===== src/rtl/uart_rx_cfg.sv =====
// UART receiver with configurable oversampling, 5-9 data bits, optional parity and 1/2 stop bits.
// Each bit is a 3-sample majority vote around mid-bit; words leave over a valid/ready handshake.
module uart_rx_cfg #(
    parameter int CLKS_PER_BIT = 16,
    parameter int DATA_BITS    = 8,
    parameter int PARITY       = 0,
    parameter int STOP_BITS    = 1
) (
    input  logic                 clk,
    input  logic                 rst_n,
    input  logic                 rx_in,
    output logic [DATA_BITS-1:0] rx_data,
    output logic                 rx_valid,
    input  logic                 rx_ready,
    output logic                 parity_err,
    output logic                 frame_err,
    output logic                 break_det,
    output logic                 overrun,
    output logic                 busy
);

    localparam int CW = $clog2(CLKS_PER_BIT);
    localparam logic [CW-1:0] C_S0   = CW'(CLKS_PER_BIT / 2 - 1);
    localparam logic [CW-1:0] C_S1   = CW'(CLKS_PER_BIT / 2);
    localparam logic [CW-1:0] C_DEC  = CW'(CLKS_PER_BIT / 2 + 1);
    localparam logic [CW-1:0] C_LAST = CW'(CLKS_PER_BIT - 1);
    localparam logic [3:0]    IDX_DLAST = 4'(DATA_BITS - 1);
    localparam logic [3:0]    IDX_SLAST = 4'(STOP_BITS - 1);

    typedef enum logic [2:0] {S_IDLE, S_START, S_DATA, S_PAR, S_STOP} state_t;

    state_t               state_q;
    logic                 sync1_q, rx_s_q;
    logic [CW-1:0]        cnt_q;
    logic [3:0]           idx_q;
    logic [DATA_BITS-1:0] shift_q;
    logic                 smp0_q, smp1_q;
    logic                 perr_q, ferr_q;
    logic [DATA_BITS-1:0] rx_data_q;
    logic                 rx_valid_q, parity_err_q, frame_err_q, break_det_q, overrun_q;

    logic maj, decide, last_tick, par_x, par_bad, done, ferr_fin, hs;

    // Third sample is the live rx_s value in the decision cycle itself.
    assign maj       = (smp0_q & smp1_q) | (smp0_q & rx_s_q) | (smp1_q & rx_s_q);
    assign decide    = (cnt_q == C_DEC);
    assign last_tick = (cnt_q == C_LAST);
    assign par_x     = (^shift_q) ^ maj;
    assign par_bad   = (PARITY == 1) ? ~par_x : par_x;
    assign done      = (state_q == S_STOP) && decide && (idx_q == IDX_SLAST);
    assign ferr_fin  = ferr_q | ~maj;
    assign hs        = rx_valid_q & rx_ready;

    always_ff @(posedge clk or negedge rst_n) begin
        if (!rst_n) begin
            state_q      <= S_IDLE;
            sync1_q      <= 1'b1;
            rx_s_q       <= 1'b1;
            cnt_q        <= '0;
            idx_q        <= '0;
            shift_q      <= '0;
            smp0_q       <= 1'b1;
            smp1_q       <= 1'b1;
            perr_q       <= 1'b0;
            ferr_q       <= 1'b0;
            rx_data_q    <= '0;
            rx_valid_q   <= 1'b0;
            parity_err_q <= 1'b0;
            frame_err_q  <= 1'b0;
            break_det_q  <= 1'b0;
            overrun_q    <= 1'b0;
        end else begin
            sync1_q <= rx_in;
            rx_s_q  <= sync1_q;
            if (cnt_q == C_S0) smp0_q <= rx_s_q;
            if (cnt_q == C_S1) smp1_q <= rx_s_q;
            cnt_q <= last_tick ? '0 : cnt_q + CW'(1);

            case (state_q)
                // The cycle that sees the falling edge counts as cnt 0 of the start bit.
                S_IDLE: begin
                    cnt_q  <= CW'(1);
                    idx_q  <= '0;
                    perr_q <= 1'b0;
                    ferr_q <= 1'b0;
                    if (!rx_s_q) state_q <= S_START;
                end
                S_START: begin
                    if (decide && maj)  state_q <= S_IDLE;
                    else if (last_tick) state_q <= S_DATA;
                end
                S_DATA: begin
                    if (decide) shift_q <= {maj, shift_q[DATA_BITS-1:1]};
                    if (last_tick) begin
                        if (idx_q == IDX_DLAST) begin
                            idx_q   <= '0;
                            state_q <= (PARITY != 0) ? S_PAR : S_STOP;
                        end else begin
                            idx_q <= idx_q + 4'd1;
                        end
                    end
                end
                S_PAR: begin
                    if (decide)    perr_q  <= par_bad;
                    if (last_tick) state_q <= S_STOP;
                end
                S_STOP: begin
                    if (decide) begin
                        ferr_q <= ferr_fin;
                        if (done) state_q <= S_IDLE;
                    end
                    if (last_tick) idx_q <= idx_q + 4'd1;
                end
                default: state_q <= S_IDLE;
            endcase

            // A finished frame replaces the held word only if the slot is free or emptying now.
            if (done) begin
                if (!rx_valid_q || rx_ready) begin
                    rx_data_q    <= shift_q;
                    parity_err_q <= (PARITY != 0) && perr_q;
                    frame_err_q  <= ferr_fin;
                    break_det_q  <= ferr_fin && (shift_q == '0);
                    rx_valid_q   <= 1'b1;
                end
            end else if (hs) begin
                rx_valid_q <= 1'b0;
            end

            if (done && rx_valid_q && !rx_ready) overrun_q <= 1'b1;
            else if (hs)                         overrun_q <= 1'b0;
        end
    end

    assign rx_data    = rx_data_q;
    assign rx_valid   = rx_valid_q;
    assign parity_err = parity_err_q;
    assign frame_err  = frame_err_q;
    assign break_det  = break_det_q;
    assign overrun    = overrun_q;
    assign busy       = (state_q != S_IDLE);

endmodule


===== config.mk =====
export PLATFORM = sky130hd
export DESIGN_NAME = uart_rx_cfg
export DESIGN_NICKNAME = d
export VERILOG_FILES = /design/src/rtl/uart_rx_cfg.sv
export SDC_FILE = /design/constraint.sdc
export NUM_CORES = 1
export LEC_CHECK = 0
export BUFFER_PORTS_ARGS = -buffer_cell sky130_fd_sc_hd__buf_4
export CORE_ASPECT_RATIO = 1.5
export CORE_MARGIN = 2
export CORE_UTILIZATION = 57
export DETAILED_ROUTE_END_ITERATION = 16
export PLACE_DENSITY = 0.78
export SYNTH_ARGS = -nofsm -noshare
export SYNTH_HDL_FRONTEND = slang
export SYNTH_SLANG_ARGS = --single-unit

===== constraint.sdc =====
create_clock -name clk -period 1.8 [get_ports clk]
set_input_delay 0.36 -clock clk [delete_from_list [all_inputs] [get_ports clk]]
set_output_delay 0.36 -clock clk [all_outputs]
set_load 0.01 [all_outputs]

==> flow_metrics.py <==
metrics = {
    "layout": {
        "multi_input_area_um2": 746,
        "area_delta_synth_final_pct": 15.7,
        "post-route-cell-area_um2": 1970,
        "nets": 174,
        "ff_latch_area_um2": 906,
        "n_antenna_cell": 0,
        "nFillCells": 234,
        "drive_gt1_share_pct": 34.9,
    },
    "global_route": {
        "grt-ovfl-total": 0,
        "grt_pass1_vias": 1182,
        "grt_pass1_wl_um": 5400,
        "grt_max_degree": 37,
        "grt_use_total_pct": 20.7,
        "antenna_found_initial": 0,
    },
    "clock_network": {
        "cts_tree": "done",
        "cts.sinks": 36,
        "clk_path_buf_depth": 2,
        "clkSlewWorstSetupHoldPaths_ps": 70,
        "cts_inserted_buffers": 5,
        "cts_hold_buf": 0,
        "cts_setup_buffers": 0,
        "clk_latency_ps": 290,
        "h-tree-depth": 2,
        "cts-root-buf": "clkbuf_8",
    },
    "worst_setup_path": {
        "path_max_fanout": 12,
        "arrival_ps": 1340,
        "required_ps": 1440,
        "endpoint_kind": "output pin",
        "crit_type": "register to output pin",
        "cp-start-kind": "register",
    },
    "logic_synthesis": {
        "postSynthCellCount": 142,
        "syn_nets": 151,
        "ys_ff_latch": 36,
        "yosysMostFrequentCell": "dfrtp_1",
        "synth_seq_area_share_pct": 53.2,
        "synth_cell_type_count": 41,
        "synthesis.area_um2": 1700,
        "ys_warn_count": 0,
        "synth_edf_count": 0,
        "synth_top_area_cell": "dfrtp_1",
        "netlist.area_leader.share_pct": 47.1,
        "synthArstFlopShare_pct": 100,
        "ys_top_cells_by_count": "32 x dfrtp_1, 11 x mux2_2, 8 x mux2_4",
        "synthFlopType": "dfrtp_1",
        "avgSynthCellArea_um2": 12.0,
        "ys_top_cells_by_area": "dfrtp_1 47%, mux2_2 7.3%, mux2_4 7.1%",
    },
    "floorplan": {
        "dieWidth_um": 48.6,
        "core_region_area_um2": 2880,
        "row_count": 24,
        "die_h_um": 70.9,
        "fp.dieArea_um2": 3450,
        "start_util_pct": 59.0,
        "ios": 18,
    },
    "sta": {
        "final.setup.worst_slack_ps": 99.7,
        "finalSetupViolCount": 0,
        "fmaxAchievable_ghz": 0.588,
        "finalCritPeriodShare_pct": 94.5,
        "finalSetupTns_ps": 0,
        "post-route-min-period_ps": 1700,
        "clock_skew_ps": 4.73,
        "rsz0062_at_grt": "false",
        "hold_viol": 0,
        "drv_slew": 0,
    },
    "detailed_routing": {
        "wl_per_cell_um": 14.6,
        "ant_nets": 0,
        "vias": 1120,
        "firstDrtPassIters": 4,
        "drt_iter0_markers": 12,
        "drc": 0,
        "via_per_inst": 5.46,
        "wl_um": 3000,
    },
    "pwr": {
        "pwr-share-seq_pct": 48.2,
        "power.density_nw_per_um2": 1110,
        "switching_share_pct": 31.9,
        "p_int_mw": 1.49,
        "p_clk_share_pct": 24.2,
        "pwr-share-comb_pct": 27.6,
        "p_leak_nw": 0.966,
        "p_sw_mw": 0.696,
        "peakVddDrop_mv": 0.736,
        "power_mw": 2.18,
    },
    "placement": {
        "gp_congestion": 0.787,
        "dp_hpwl_um": 2160,
        "dp_slack_ps": 21.1,
        "io_buffers": 16,
        "placed_cell_area_um2": 1870,
    },
    "status": {
        "outcome": "complete, no violations",
    },
    "hold_path": {
        "hold_path_class": "input pin to async pin",
    },
    "run": {
        "drv_cap": 0,
    },
}
## power groups by stage
stage               Combinational (mW)  Sequential, mW  Clock (mW)
finish                           0.603            1.05       0.529
floorplan                        0.430            1.03           0
global route                     0.687            1.07       0.596
detailed placement               0.587            1.06           0
CTS                              0.595            1.05       0.553
global placement                 0.567            1.05           0
## logic make-up after synthesis
kind of cell	share of synthesized area, %
compound gates	5.29
flops	53.2
fa+ha+maj	4.85
mux	15.5
buf+inv	3.82
xor+xnor	1.03
simple gates	16.0
other cells	0.220
## worst max-delay path, stage by stage, from the launching register on
cell and delay [ps]:
dfrtp_1 390, buf_4 190, nor3_2 220, inv_1 100, buf_4 150
## routing by layer
metal	wire length [um]	GRT usage (%)	share of wire, %	up-vias
met5	0	0	0	-
met4	67	10.5	2.2	0
met3	110	5.27	3.7	6
met2	1620	37.0	54	23
met1	1200	22.3	40	549
li1	-	-	-	542
## registers in the layout, summed over array words and instances (netlist names)
name       count
shift_q        8
frame_err      1
overrun        1
smp1_q         1
sync1_q        1
rx_data        8
rx_s_q         1
smp0_q         1
state_q        3
cnt_q          4
ferr_q         1
rx_valid       1
break_det      1
idx_q          4
## cell usage in the layout (no fill, tap or decap), types with 2 or more instances in the layout
master / instances
nor3b_2: 2
clkbuf_1: 2
ha_1: 5
nor4_1: 4
clkbuf_8: 5
buf_4: 22
nor2_1: 7
inv_1: 6
nand2b_1: 3
maj3_1: 2
o21ai_0: 6
nor3_1: 3
mux2_4: 8
a21oi_1: 2
nand3b_1: 3
mux2i_1: 2
dfstp_2: 4
mux2_2: 11
a31oi_1: 2
nand3_1: 7
dfrtp_1: 32
and2_1: 3
nand2_1: 7
## what timing repair did
action                                  4_1_cts  5_1_grt
endpoints found under the setup margin        8        5
hold endpoints to repair                      0        0
resized for setup                             1        2
## per-stage QoR
step	utilization [%]	std cells	hold WS, ps
finish	68.3	205	14.1
floorplan	-	142	64.4
detailed placement	65.0	197	337
CTS	68.0	205	27.0
global placement	65.0	197	330
global route	68.3	205	38.4
## layout make-up
| type | count | share of cell area (%) |
|---|---|---|
| inverters | 6 | 1.14 |
| repair buffers | 22 | 8.39 |
| clock inverters | 1 | 0.254 |
| flip-flops and latches | 36 | 46.0 |
| multi-input cells | 94 | 37.9 |
| clock buffers | 7 | 3.88 |
| well taps | 39 | 2.48 |
## worst paths after layout
path	endpoint	startpoint	slack (ps)	cells past startpoint
max in group asynchronous	smp0_q	rst_n	1440	1
worst max register to register	idx_q[0]	cnt_q[0]	140	5
worst min-delay path	rx_data[1]	rst_n	10	1
worst min register to register	rx_s_q	sync1_q	350	0
worst max-delay path	busy	state_q[1]	100	4
min in group clk	sync1_q	rx_in	180	1
No activity file was read; power rests on OpenSTA's default activity.
